## src/rtl/sipo_frame_ctrl_pkg.sv

```systemverilog
// Purpose : shared types and line constants for the serial frame receiver.
// Latency : n/a (types and constants only).
// Backpressure: n/a.
// Contents: state_t (receiver FSM states), START_BIT / STOP_BIT line levels.
package sipo_frame_ctrl_pkg;

    typedef enum logic [1:0] {
        S_IDLE   = 2'd0,
        S_SHIFT  = 2'd1,
        S_PARITY = 2'd2,
        S_STOP   = 2'd3
    } state_t;

    localparam logic START_BIT = 1'b0;
    localparam logic STOP_BIT  = 1'b1;

endpackage

```

## src/rtl/sipo_frame_ctrl_if.sv

```systemverilog
// Purpose : parallel word output stream of the frame receiver.
// Latency : n/a (wires only).
// Backpressure: data_dat/data_out held while data_valid until data_ready.
// Ports   : data_out (word), data_valid (word present), data_ready (consumer accepts).
interface sipo_frame_ctrl_if #(
    parameter int WIDTH = 4
);
    logic [WIDTH-1:0] data_out;
    logic             data_valid;
    logic             data_ready;

    modport master (
        output data_out,
        output data_valid,
        input  data_ready
    );

    modport slave (
        input  data_out,
        input  data_valid,
        output data_ready
    );
endinterface

```

## src/rtl/sipo_shift_reg.sv

```systemverilog
// Purpose : serial-in/parallel-out shifter for in-flight frame data bits.
// Latency : q updates on the edge where shift_en is sampled high.
// Backpressure: none; holds state while shift_en=0.
// Ports   : clk, rst, clear (sync), shift_en, serial_in -> q (first bit ends in MSB).
module sipo_shift_reg #(
    parameter int WIDTH = 4
) (
    input  logic             clk,
    input  logic             rst,
    input  logic             clear,
    input  logic             shift_en,
    input  logic             serial_in,
    output logic [WIDTH-1:0] q
);

    always_ff @(posedge clk) begin
        if (rst || clear) begin
            q <= '0;
        end else if (shift_en) begin
            // New bit enters at bit 0; earlier bits move toward the MSB.
            q <= {q[WIDTH-2:0], serial_in};
        end
    end

endmodule

```

## src/rtl/sipo_frame_ctrl.sv

```systemverilog
// Purpose : receives start/data/parity/stop serial frames and presents each good word.
// Latency : data_valid/data_out update on the edge sampling a good stop bit.
// Backpressure: one-entry buffer; a good word arriving while it is full and not draining is dropped (overrun).
// Ports   : clk, rst (sync, active high), serial_in, bit_en, out_if (word stream),
//           busy, parity_err, frame_err, overrun (sticky), clr_err.
module sipo_frame_ctrl
    import sipo_frame_ctrl_pkg::*;
#(
    parameter int WIDTH     = 4,
    parameter bit PARITY_EN = 1'b1
) (
    input  logic                      clk,
    input  logic                      rst,
    input  logic                      serial_in,
    input  logic                      bit_en,
    sipo_frame_ctrl_if.master         out_if,
    output logic                      busy,
    output logic                      parity_err,
    output logic                      frame_err,
    output logic                      overrun,
    input  logic                      clr_err
);

    localparam int              CNT_W    = $clog2(WIDTH + 1);
    localparam logic [CNT_W-1:0] CNT_LAST = CNT_W'(WIDTH - 1);

    state_t             state;
    logic [CNT_W-1:0]   bit_cnt;
    logic               par_bad;
    logic [WIDTH-1:0]   shift_q;
    logic [WIDTH-1:0]   dout_q;
    logic               dvld_q;
    logic               shift_en;
    logic               shift_clr;
    logic               stop_good;

    assign shift_en  = bit_en && (state == S_SHIFT);
    assign shift_clr = bit_en && (state == S_IDLE) && (serial_in == START_BIT);
    assign stop_good = (serial_in == STOP_BIT) && !par_bad;

    sipo_shift_reg #(
        .WIDTH (WIDTH)
    ) u_shift (
        .clk       (clk),
        .rst       (rst),
        .clear     (shift_clr),
        .shift_en  (shift_en),
        .serial_in (serial_in),
        .q         (shift_q)
    );

    always_ff @(posedge clk) begin
        if (rst) begin
            state      <= S_IDLE;
            bit_cnt    <= '0;
            par_bad    <= 1'b0;
            busy       <= 1'b0;
            dout_q     <= '0;
            dvld_q     <= 1'b0;
            parity_err <= 1'b0;
            frame_err  <= 1'b0;
            overrun    <= 1'b0;
        end else begin
            // Defaults first: drain and clear; later assignments (load, flag set) win.
            if (dvld_q && out_if.data_ready) begin
                dvld_q <= 1'b0;
            end
            if (clr_err) begin
                parity_err <= 1'b0;
                frame_err  <= 1'b0;
                overrun    <= 1'b0;
            end

            if (bit_en) begin
                case (state)
                    S_IDLE: begin
                        if (serial_in == START_BIT) begin
                            state   <= S_SHIFT;
                            bit_cnt <= '0;
                            par_bad <= 1'b0;
                            busy    <= 1'b1;
                        end
                    end
                    S_SHIFT: begin
                        bit_cnt <= bit_cnt + CNT_W'(1);
                        if (bit_cnt == CNT_LAST) begin
                            state <= PARITY_EN ? S_PARITY : S_STOP;
                        end
                    end
                    S_PARITY: begin
                        // Even parity: data bits plus parity bit must XOR to 0.
                        par_bad <= (^shift_q) ^ serial_in;
                        state   <= S_STOP;
                    end
                    S_STOP: begin
                        state <= S_IDLE;
                        busy  <= 1'b0;
                        if (par_bad) begin
                            parity_err <= 1'b1;
                        end
                        if (serial_in != STOP_BIT) begin
                            frame_err <= 1'b1;
                        end
                        if (stop_good) begin
                            if (!dvld_q || out_if.data_ready) begin
                                dout_q <= shift_q;
                                dvld_q <= 1'b1;
                            end else begin
                                overrun <= 1'b1;
                            end
                        end
                    end
                    default: state <= S_IDLE;
                endcase
            end
        end
    end

    assign out_if.data_out   = dout_q;
    assign out_if.data_valid = dvld_q;

endmodule

```

## src/flat_wrapper.sv

```systemverilog
// flat-port wrapper written by rule: the top's interface ports become plain ports
module sipo_frame_ctrl_flat import sipo_frame_ctrl_pkg::*;
#(
    parameter int WIDTH     = 4,
    parameter bit PARITY_EN = 1'b1
)
  (clk, rst, serial_in, bit_en, busy, parity_err, frame_err, overrun, clr_err, out_if_data_out, out_if_data_valid, out_if_data_ready);
  sipo_frame_ctrl_if #(.WIDTH(WIDTH)) out_if_i ();
  input  logic clk;
  input  logic rst;
  input  logic serial_in;
  input  logic bit_en;
  output logic busy;
  output logic parity_err;
  output logic frame_err;
  output logic overrun;
  input  logic clr_err;
  output wire logic [$bits(out_if_i.data_out)-1:0] out_if_data_out;
  output wire logic [$bits(out_if_i.data_valid)-1:0] out_if_data_valid;
  input wire logic [$bits(out_if_i.data_ready)-1:0] out_if_data_ready;
  assign out_if_data_out = out_if_i.data_out;
  assign out_if_data_valid = out_if_i.data_valid;
  assign out_if_i.data_ready = out_if_data_ready;
  sipo_frame_ctrl #(.WIDTH(WIDTH), .PARITY_EN(PARITY_EN)) u_core (.clk(clk), .rst(rst), .serial_in(serial_in), .bit_en(bit_en), .out_if(out_if_i), .busy(busy), .parity_err(parity_err), .frame_err(frame_err), .overrun(overrun), .clr_err(clr_err));
endmodule
```

## config.mk

```make
export PLATFORM = sky130hd
export DESIGN_NAME = sipo_frame_ctrl_flat
export DESIGN_NICKNAME = d
export VERILOG_FILES = /design/src/rtl/sipo_frame_ctrl_pkg.sv /design/src/rtl/sipo_frame_ctrl_if.sv /design/src/rtl/sipo_shift_reg.sv /design/src/rtl/sipo_frame_ctrl.sv /design/src/flat_wrapper.sv
export SDC_FILE = /design/constraint.sdc
export NUM_CORES = 1
export LEC_CHECK = 0
export CAP_MARGIN = 20
export CORE_MARGIN = 4
export CORE_UTILIZATION = 55
export DETAILED_ROUTE_END_ITERATION = 10
export PLACE_DENSITY = 0.82
export SYNTH_ARGS = -nofsm -noshare
export SYNTH_HDL_FRONTEND = slang
export SYNTH_SLANG_ARGS = --single-unit
```

## constraint.sdc

```tcl
create_clock -name clk -period 4.65 [get_ports clk]
set_clock_uncertainty 0.2 [all_clocks]
set_input_delay 1.395 -clock clk [delete_from_list [all_inputs] [get_ports clk]]
set_output_delay 1.395 -clock clk [all_outputs]
set_load 0.02 [all_outputs]
```

==> results of run 1 <==
registers in the layout, summed over array words and instances, names as in the netlist:
register	flops
u_core.u_shift.q	4
u_core.state	2
u_core.parity_err	1
u_core.par_bad	1
u_core.bit_cnt	3
u_core.frame_err	1
u_core.out_if.data_valid	1
u_core.out_if.data_out	4
u_core.busy	1
u_core.overrun	1
layout make-up:
type	instances	area (µm²)	share of cell area [%]
Clock buffer	3	22.52	2.029
Clock inverter	1	5.005	0.4510
Inverter	5	18.77	1.691
Multi-Input combinational cell	79	523.0	47.13
Sequential cell	19	380.4	34.27
Tap cell	16	20.02	1.804
Timing Repair Buffer	14	140.1	12.63
logic make-up after synthesis:
group,Yosys count
AO/OA/AOI/OAI,32
AND/OR/NAND/NOR,37
adder cells (fa/ha/maj),7
flip-flops,19
buffers and inverters,9
XOR/XNOR,3
worst min path at each step:
stage	from	to	slack (ps)	depth (start not counted)
global placement	u_core.busy$_SDFFE_PP0P_	u_core.busy$_SDFFE_PP0P_	260	2
finish	u_core.out_if.data_out[0]$_SDFFE_PP0P_	u_core.out_if.data_out[0]$_SDFFE_PP0P_	290	2
detailed placement	u_core.out_if.data_out[0]$_SDFFE_PP0P_	u_core.out_if.data_out[0]$_SDFFE_PP0P_	270	2
global route	u_core.bit_cnt[2]$_SDFFE_PP0P_	u_core.bit_cnt[2]$_SDFFE_PP0P_	320	2
floorplan	u_core.bit_cnt[2]$_SDFFE_PP0P_	u_core.bit_cnt[2]$_SDFFE_PP0P_	250	2
CTS	u_core.out_if.data_out[0]$_SDFFE_PP0P_	u_core.out_if.data_out[0]$_SDFFE_PP0P_	290	2
power groups by stage:
stage               Combinational, mW  Sequential (mW)  Clock (mW)
finish                         0.0439            0.170      0.0836
global route                   0.0489            0.171      0.0930
CTS                            0.0437            0.170      0.0843
detailed placement             0.0432            0.173           0
global placement               0.0420            0.173           0
floorplan                      0.0296            0.174           0
cell usage after synthesis:
master                      count  area [µm²]
sky130_fd_sc_hd__a21bo_2        1       10.01
sky130_fd_sc_hd__a21boi_2       1       11.26
sky130_fd_sc_hd__a21oi_1       15       75.07
sky130_fd_sc_hd__a22oi_1        1       7.510
sky130_fd_sc_hd__a2bb2oi_1      1       8.760
sky130_fd_sc_hd__a32o_2         1       11.26
sky130_fd_sc_hd__a32oi_1        1       8.760
sky130_fd_sc_hd__and2_1         1       6.260
sky130_fd_sc_hd__and3_1         1       6.260
sky130_fd_sc_hd__and4b_1        1       10.01
sky130_fd_sc_hd__buf_2          2       10.01
sky130_fd_sc_hd__buf_4          1       7.510
sky130_fd_sc_hd__clkbuf_1       1       3.750
sky130_fd_sc_hd__dfxtp_1       19       380.4
sky130_fd_sc_hd__ha_1           7       87.58
sky130_fd_sc_hd__inv_1          5       18.77
sky130_fd_sc_hd__nand2_1        8       30.03
sky130_fd_sc_hd__nand2b_1       2       12.51
sky130_fd_sc_hd__nand3_1       10       50.05
sky130_fd_sc_hd__nand3b_1       2       15.01
sky130_fd_sc_hd__nand4b_1       1       8.760
sky130_fd_sc_hd__nor2_1         4       15.01
sky130_fd_sc_hd__nor2b_1        4       25.02
sky130_fd_sc_hd__nor3_1         1       5.000
sky130_fd_sc_hd__nor3b_1        1       7.510
sky130_fd_sc_hd__nor4_1         1       6.260
sky130_fd_sc_hd__o21ai_0        5       25.02
sky130_fd_sc_hd__o21ai_1        5       25.02
sky130_fd_sc_hd__o21bai_1       1       7.510
sky130_fd_sc_hd__xnor2_1        1       8.760
sky130_fd_sc_hd__xnor3_1        1       22.52
sky130_fd_sc_hd__xor2_2         1       16.27
routing by layer:
| layer | global-route usage, % | vias to the layer above |
|---|---|---|
| met1 | 23.26 | 375 |
| met3 | 3.976 | 4 |
| met5 | 0 | - |
| met4 | 5.530 | 0 |
| met2 | 25.45 | 15 |
| li1 | - | 408 |
==> flow_metrics.env, run 1 <==
export IMPL_setup_total_negative_slack_ps=0
export IMPL_timing_critical_path_cells="clkdlybuf4s50_1"
export IMPL_largest_family_of_logic_cells_by_synthesized_area="simple AND/OR/NAND/NOR gates"
export IMPL_tritoncts_num_sinks=19
export IMPL_power_frac_clock_pct=28.1
export IMPL_worst_setup_path_end_kind="output port"
export IMPL_final_cell_mix="19 x sky130_fd_sc_hd__dfxtp_1, 15 x sky130_fd_sc_hd__a21oi_1, 14 x sky130_fd_sc_hd__clkdlybuf4s50_1"
export IMPL_synth_net_count=120
export IMPL_synthesis_instances=107
export IMPL_grt_overflow_total=0
export IMPL_initial_utilization_pct=60.51
export IMPL_kind_of_launch_point_of_the_worst_setup_path="flip-flop"
export IMPL_worst_path_max_delay_cell="sky130_fd_sc_hd__clkdlybuf4s50_1"
export IMPL_placeableCoreArea_um2=1559
export IMPL_final_nets=135
export IMPL_layout_cells_non_filler=137
export IMPL_clk_root_buffer_cell="sky130_fd_sc_hd__clkbuf_4"
export IMPL_drt_pass1_iterations=4
export IMPL_cts_inserted_buffers=3
export IMPL_grt_util_all_layers_pct=16.78
export IMPL_worstRegToRegCells=5
export IMPL_post_route_cells_drive_above_1_share_pct=6.612
export IMPL_crit_fanout=3
export IMPL_irDropWorstVdd_v=0.0001838
export IMPL_grt_max_degree=17
export IMPL_cap_violations=0
export IMPL_outcome="complete, no violations"
export IMPL_design_die_area_um2=2442
export IMPL_floorplan_io_pins=15
export IMPL_slew_limit_headroom_pct=61.54
export IMPL_synthSimpleGateAreaFrac_pct=20.95
export IMPL_critical_path_reg2reg_startpoint="u_core.state[0]$_SDFFE_PP0P_"
export IMPL_setup_violations_final=0
export IMPL_die_w_um=49.42
export IMPL_finalWirelength_um=1864
export IMPL_power_frac_comb_pct=14.8
export IMPL_worst_r2r_endpoint="u_core.state[0]$_SDFFE_PP0P_"
export IMPL_number_of_gates_resized_after_cts=0
export IMPL_synth_yosys_warnings=0
export IMPL_rows=14
export IMPL_critPathLaunch="u_core.busy$_SDFFE_PP0P_"
export IMPL_pins_over_their_slew_limit=0
export IMPL_first_pass_grt_wire_length_um=3263
export IMPL_power_report_internal_total_mw=0.2162
export IMPL_synth_xor_area_share_pct=5.040
export IMPL_hold_path_class="reg -> reg"
export IMPL_pwr_share_seq_pct=57.1
export IMPL_yosys_register_bits=19
export IMPL_p_leak_nw=0.4072
export IMPL_worst_slack_ps=1777
export IMPL_ff2ff_setup_slack_ps=2860
export IMPL_grt_pass1_vias=765
export IMPL_routed_via_count=802
export IMPL_cts_clk_slew_worst_paths_ps=110
export IMPL_detailroute_wirelength_met3_um=70
export IMPL_routedWlPerCell_um=13.61
export IMPL_final_period_minus_worst_setup_slack_ps=2873
export IMPL_place_ws_ps=1544
export IMPL_seq_area_frac_synth_pct=40.32
export IMPL_antenna_diode_count=0
export IMPL_clock_fmax_mhz=348.1
export IMPL_cts_max_level=1
export IMPL_smallest_hold_slack_ps=289.3
export IMPL_final_design_area_no_fill_um2=1110
export IMPL_post_place_cells=133
export IMPL_synth_area_mux_share_pct=0
export IMPL_postCtsSetupRepairBufs=0
export IMPL_timing_critical_path_depth=1
export IMPL_max_slew_worst_pin_slew_ps=575.1
export IMPL_p_switching_mw=0.08105
export IMPL_floorplan_die_height_um=49.42
export IMPL_netSwitchingFraction_pct=27.26
export IMPL_area_growth_syn_to_layout_pct=17.64
export IMPL_detailed_router_s_first_iteration_violation_count=21
export IMPL_met1Wirelength_um=943
export IMPL_critPathKind="reg -> out"
export IMPL_initial_antenna_violation_count=0
export IMPL_syn_area_um2=943.4
export IMPL_timing_critical_path_slowest_cell_delay_ps=610
export IMPL_adder_cell_share_of_the_synthesized_area_pct=9.284
export IMPL_synth_compound_area_share_pct=20.16
export IMPL_dp_hpwl_um=1358
export IMPL_dpl_cell_area_um2=1082
export IMPL_detail_route_drc_violations=0
export IMPL_synth_area_per_cell_um2=8.817
export IMPL_filler_cell_count=120
export IMPL_final_hold_violation_count=0
export IMPL_path_buf_inv=1
export IMPL_clock_path_buffers=2
export IMPL_cts_tree="done"
export IMPL_top_layer="met4"
export IMPL_synthDistinctLibCells=32
export IMPL_crit_arrival_ps=1280
export IMPL_dominant_delay_contributor_by_cell_family_on_the_critical_path="buffers and inverters"
export IMPL_met2RoutedLength_um=828
export IMPL_unrepaired_setup_endpoints_after_global_routing="false"
export IMPL_final_common_cell="sky130_fd_sc_hd__dfxtp_1"
export IMPL_worst_setup_path_endpoint="busy"
export IMPL_gp_congestion=0.7555
export IMPL_cts_hold_repair_buffers=0
export IMPL_total_design_power_mw=0.2973
export IMPL_p_per_area_nw_per_um2=267.9
export IMPL_route_antenna_remaining_nets=0
export IMPL_critPathRequiredTime_ps=3050
export IMPL_routed_via_density=5.854
export IMPL_final_core_util_pct=71.19
export IMPL_period_share_pct=61.79
export IMPL_clock_latency_on_the_worst_skew_pair_ps=290
export IMPL_buffer_ports_inserted=14
No activity file was read; power rests on OpenSTA's default activity.
==> run 2, diff against run 1 <==
CORE_UTILIZATION = 46   (was 55)
PLACE_DENSITY = 0.73   (was 0.82)
clock period = 2.4 ns   (was 4.65 ns; I/O delays follow)
==> flow_metrics.env, run 2 (synthesis gave the netlist of run 1 again) <==
export IMPL_final_cell_mix="19 x sky130_fd_sc_hd__dfxtp_1, 15 x sky130_fd_sc_hd__a21oi_1, 14 x sky130_fd_sc_hd__clkdlybuf4s50_1"
export IMPL_detailed_router_s_first_iteration_violation_count=13
export IMPL_postCtsSetupRepairBufs=0
export IMPL_dpl_cell_area_um2=1119
export IMPL_cts_inserted_buffers=3
export IMPL_number_of_gates_resized_after_cts=0
export IMPL_initial_utilization_pct=48.09
export IMPL_cts_clk_slew_worst_paths_ps=110
export IMPL_power_report_internal_total_mw=0.4227
export IMPL_floorplan_die_height_um=53.29
export IMPL_floorplan_io_pins=15
export IMPL_final_common_cell="sky130_fd_sc_hd__dfxtp_1"
export IMPL_critPathRequiredTime_ps=1480
export IMPL_setup_violations_final=0
export IMPL_worst_setup_path_end_kind="output port"
export IMPL_drt_pass1_iterations=4
export IMPL_path_buf_inv=1
export IMPL_critPathKind="reg -> out"
export IMPL_timing_critical_path_slowest_cell_delay_ps=620
export IMPL_first_pass_grt_wire_length_um=3070
export IMPL_rows=16
export IMPL_route_antenna_remaining_nets=0
export IMPL_power_frac_clock_pct=27.9
export IMPL_clock_latency_on_the_worst_skew_pair_ps=300
export IMPL_area_of_the_multi_input_gates_um2=523.0
export IMPL_placeableCoreArea_um2=1962
export IMPL_dominant_delay_contributor_by_cell_family_on_the_critical_path="buffers and inverters"
export IMPL_irDropWorstVdd_v=0.0003933
export IMPL_routed_via_density=5.331
export IMPL_netSwitchingFraction_pct=26.95
export IMPL_final_period_minus_worst_setup_slack_ps=2201
export IMPL_kind_of_launch_point_of_the_worst_setup_path="flip-flop"
export IMPL_layout_cells_non_filler=151
export IMPL_p_leak_nw=0.4218
export IMPL_post_place_cells=147
export IMPL_routedWlPerCell_um=11.96
export IMPL_post_route_cells_drive_above_1_share_pct=8.871
export IMPL_layout_area_seq_um2=380.4
export IMPL_power_frac_comb_pct=15.3
export IMPL_pwr_share_seq_pct=56.7
export IMPL_initial_antenna_violation_count=0
export IMPL_buffer_ports_inserted=14
export IMPL_clk_root_buffer_cell="sky130_fd_sc_hd__clkbuf_4"
export IMPL_worst_path_max_delay_cell="sky130_fd_sc_hd__clkdlybuf4s50_1"
export IMPL_outcome="complete, no violations"
export IMPL_cts_hold_repair_buffers=0
export IMPL_dp_hpwl_um=1389
export IMPL_final_hold_violation_count=0
export IMPL_design_die_area_um2=2839
export IMPL_clock_path_buffers=2
export IMPL_clock_fmax_mhz=454.4
export IMPL_die_w_um=53.29
export IMPL_unrepaired_setup_endpoints_after_global_routing="false"
export IMPL_cts_max_level=1
export IMPL_hold_path_class="reg -> reg"
export IMPL_smallest_hold_slack_ps=278.7
export IMPL_period_share_pct=91.69
export IMPL_grt_pass1_vias=713
export IMPL_final_nets=138
export IMPL_crit_arrival_ps=1280
export IMPL_gp_congestion=0.7162
export IMPL_filler_cell_count=199
export IMPL_total_design_power_mw=0.5787
export IMPL_antenna_diode_count=0
export IMPL_cap_violations=0
export IMPL_max_slew_worst_pin_slew_ps=427.6
export IMPL_tritoncts_num_sinks=19
export IMPL_finalWirelength_um=1806
export IMPL_grt_max_degree=15
export IMPL_p_per_area_nw_per_um2=504.9
export IMPL_cts_tree="done"
export IMPL_final_design_area_no_fill_um2=1146
export IMPL_pins_over_their_slew_limit=0
export IMPL_timing_critical_path_cells="clkdlybuf4s50_1"
export IMPL_crit_fanout=3
export IMPL_grt_overflow_total=0
export IMPL_setup_total_negative_slack_ps=0
export IMPL_area_growth_syn_to_layout_pct=21.49
export IMPL_p_switching_mw=0.1560
export IMPL_detail_route_drc_violations=0
export IMPL_routed_via_count=805
export IMPL_grt_util_all_layers_pct=14.82
export IMPL_slew_limit_headroom_pct=71.40
==> run 2: layout make-up <==
class	instances	share of cell area, %
inverters	5	1.638
clock inverters	1	0.4367
well taps	27	2.948
multi-input cells	79	45.63
repair buffers	17	14.19
clock buffers	3	1.965
flip-flops and latches	19	33.19
==> run 2: power by group through the flow <==
stage	logic [mW]	registers, mW	clock network (mW)
floorplan	0.0573	0.337	0
global placement	0.0870	0.335	0
detailed placement	0.0885	0.336	0
CTS	0.0891	0.328	0.170
global route	0.0995	0.330	0.179
finish	0.0887	0.328	0.162
==> run 2: worst paths after layout <==
kind | start | end | slack (ps) | cells past startpoint
setup / recovery | u_core.out_if.data_valid$_SDFF_PP0_ | out_if_data_valid | 200 | 1
hold reg to reg | u_core.busy$_SDFFE_PP0P_ | u_core.busy$_SDFFE_PP0P_ | 280 | 2
setup reg to reg | u_core.state[0]$_SDFFE_PP0P_ | u_core.state[0]$_SDFFE_PP0P_ | 720 | 5
hold / removal | u_core.busy$_SDFFE_PP0P_ | u_core.busy$_SDFFE_PP0P_ | 280 | 2
==> run 2: per-stage QoR <==
stage	setup WS, ps	utilization, %
CTS	170.6	58.42
global placement	112.8	57.02
floorplan	735.1	-
global route	136.3	58.42
detailed placement	72.72	57.02
finish	199.3	58.42
==> run 2: metal layers <==
layer | vias to the layer above | global-route usage (%) | share of wire, %
met5 | - | 0 | 0
met4 | 0 | 6.383 | 0.55
met3 | 2 | 2.535 | 4.5
met2 | 18 | 24.29 | 49
met1 | 373 | 18.80 | 46
li1 | 412 | - | -
==> run 3, diff against run 2 <==
CAP_MARGIN = 15   (was 20)
CORE_MARGIN = 2   (was 4)
==> flow_metrics.env, run 3 (synthesis gave the netlist of run 1 again) <==
export IMPL_pwr_share_seq_pct=56.6
export IMPL_final_period_minus_worst_setup_slack_ps=2191
export IMPL_grt_pass1_vias=796
export IMPL_crit_arrival_ps=1270
export IMPL_path_buf_inv=1
export IMPL_cts_clk_slew_worst_paths_ps=110
export IMPL_dp_hpwl_um=1338
export IMPL_cts_max_level=1
export IMPL_p_switching_mw=0.1584
export IMPL_max_slew_worst_pin_slew_ps=423.2
export IMPL_initial_utilization_pct=48.58
export IMPL_final_cell_mix="19 x sky130_fd_sc_hd__dfxtp_1, 15 x sky130_fd_sc_hd__a21oi_1, 14 x sky130_fd_sc_hd__clkdlybuf4s50_1"
export IMPL_clk_root_buffer_cell="sky130_fd_sc_hd__clkbuf_4"
export IMPL_cts_tree="done"
export IMPL_timing_critical_path_cells="clkdlybuf4s50_1"
export IMPL_cts_inserted_buffers=3
export IMPL_initial_antenna_violation_count=0
export IMPL_die_w_um=49.29
export IMPL_final_common_cell="sky130_fd_sc_hd__dfxtp_1"
export IMPL_buffer_ports_inserted=14
export IMPL_final_nets=138
export IMPL_number_of_gates_resized_after_cts=0
export IMPL_irDropWorstVdd_v=0.0003260
export IMPL_floorplan_die_height_um=49.29
export IMPL_dominant_delay_contributor_by_cell_family_on_the_critical_path="buffers and inverters"
export IMPL_clock_latency_on_the_worst_skew_pair_ps=300
export IMPL_worst_setup_path_end_kind="output port"
export IMPL_antenna_diode_count=0
export IMPL_route_antenna_remaining_nets=0
export IMPL_cap_violations=0
export IMPL_period_share_pct=91.29
export IMPL_clock_path_buffers=2
export IMPL_area_growth_syn_to_layout_pct=21.49
export IMPL_tritoncts_num_sinks=19
export IMPL_grt_overflow_total=0
export IMPL_setup_violations_final=0
export IMPL_power_frac_comb_pct=15.2
export IMPL_critPathKind="reg -> out"
export IMPL_grt_max_degree=12
export IMPL_outcome="complete, no violations"
export IMPL_crit_fanout=3
export IMPL_p_leak_nw=0.4216
export IMPL_gp_congestion=0.8187
export IMPL_timing_critical_path_slowest_cell_delay_ps=610
export IMPL_finalWirelength_um=1804
export IMPL_unrepaired_setup_endpoints_after_global_routing="false"
export IMPL_grt_util_all_layers_pct=18.20
export IMPL_routed_via_density=5.325
export IMPL_setup_total_negative_slack_ps=0
export IMPL_drt_pass1_iterations=5
export IMPL_hold_path_class="reg -> reg"
export IMPL_cts_hold_repair_buffers=0
export IMPL_detailed_router_s_first_iteration_violation_count=19
export IMPL_design_die_area_um2=2429
export IMPL_rows=16
export IMPL_routed_via_count=804
export IMPL_floorplan_io_pins=15
export IMPL_clock_fmax_mhz=456.4
export IMPL_total_design_power_mw=0.5804
export IMPL_detail_route_drc_violations=0
export IMPL_postCtsSetupRepairBufs=0
export IMPL_slew_limit_headroom_pct=71.70
export IMPL_placeableCoreArea_um2=1942
export IMPL_worst_path_max_delay_cell="sky130_fd_sc_hd__clkdlybuf4s50_1"
export IMPL_pins_over_their_slew_limit=0
export IMPL_kind_of_launch_point_of_the_worst_setup_path="flip-flop"
export IMPL_post_route_cells_drive_above_1_share_pct=8.871
export IMPL_p_per_area_nw_per_um2=506.4
export IMPL_netSwitchingFraction_pct=27.30
export IMPL_critPathRequiredTime_ps=1480
export IMPL_final_hold_violation_count=0
export IMPL_power_report_internal_total_mw=0.4219
export IMPL_routedWlPerCell_um=11.95
export IMPL_power_frac_clock_pct=28.2
export IMPL_first_pass_grt_wire_length_um=3484
-- run 3: path summary, 6_finish.rpt --
path / startpoint / endpoint / slack (ps) / depth (start not counted)
hold / removal: u_core.bit_cnt[2]$_SDFFE_PP0P_ / u_core.bit_cnt[2]$_SDFFE_PP0P_ / 270 / 2
hold reg to reg: u_core.bit_cnt[2]$_SDFFE_PP0P_ / u_core.bit_cnt[2]$_SDFFE_PP0P_ / 270 / 2
setup / recovery: u_core.busy$_SDFFE_PP0P_ / busy / 210 / 1
setup reg to reg: u_core.state[0]$_SDFFE_PP0P_ / u_core.state[0]$_SDFFE_PP0P_ / 640 / 5
-- run 3: power by group through the flow --
stage | Sequential, mW | Clock [mW] | Combinational (mW)
4_1_cts | 0.328 | 0.165 | 0.0881
3_5_place_dp | 0.336 | 0 | 0.0872
5_1_grt | 0.330 | 0.187 | 0.100
3_3_place_gp | 0.335 | 0 | 0.0855
6_report | 0.328 | 0.164 | 0.0883
2_1_floorplan | 0.337 | 0 | 0.0573
-- run 3: cell type report --
type                       count  area [µm²]
clock buffer                   3       22.52
clock inverter                 1       5.005
timing repair buffer          17       162.7
fill                         189       795.8
inverter                       5       18.77
tap                           27       33.78
multi-input combinational     79       523.0
sequential                    19       380.4
-- run 3: worst min-delay path, cell delays in order, from the launching register on --
cell,delay [ps]
sky130_fd_sc_hd__dfxtp_1,320
sky130_fd_sc_hd__o21ai_0,60
sky130_fd_sc_hd__a21oi_1,60
-- run 3: metrics by stage --
stage	instances	hold slack (ps)	util, %	area, µm²	setup WS (ps)
floorplan	107	249.6	-	943.4	735.1
global placement	147	256.0	57.60	1119	69.98
detailed placement	147	261.5	57.60	1119	41.66
CTS	151	276.5	59.02	1146	201.2
global route	151	322.3	59.02	1146	137.1
finish	151	273.8	59.02	1146	209.0
-- run 3: layer usage --
| metal | up-vias | GRT usage [%] | part of all wire [%] |
|---|---|---|---|
| li1 | 409 | - | - |
| met5 | - | 0 | 0 |
| met4 | 0 | 9.048 | 0.78 |
| met1 | 371 | 24.71 | 51 |
| met3 | 2 | 2.761 | 3.5 |
| met2 | 22 | 27.93 | 45 |
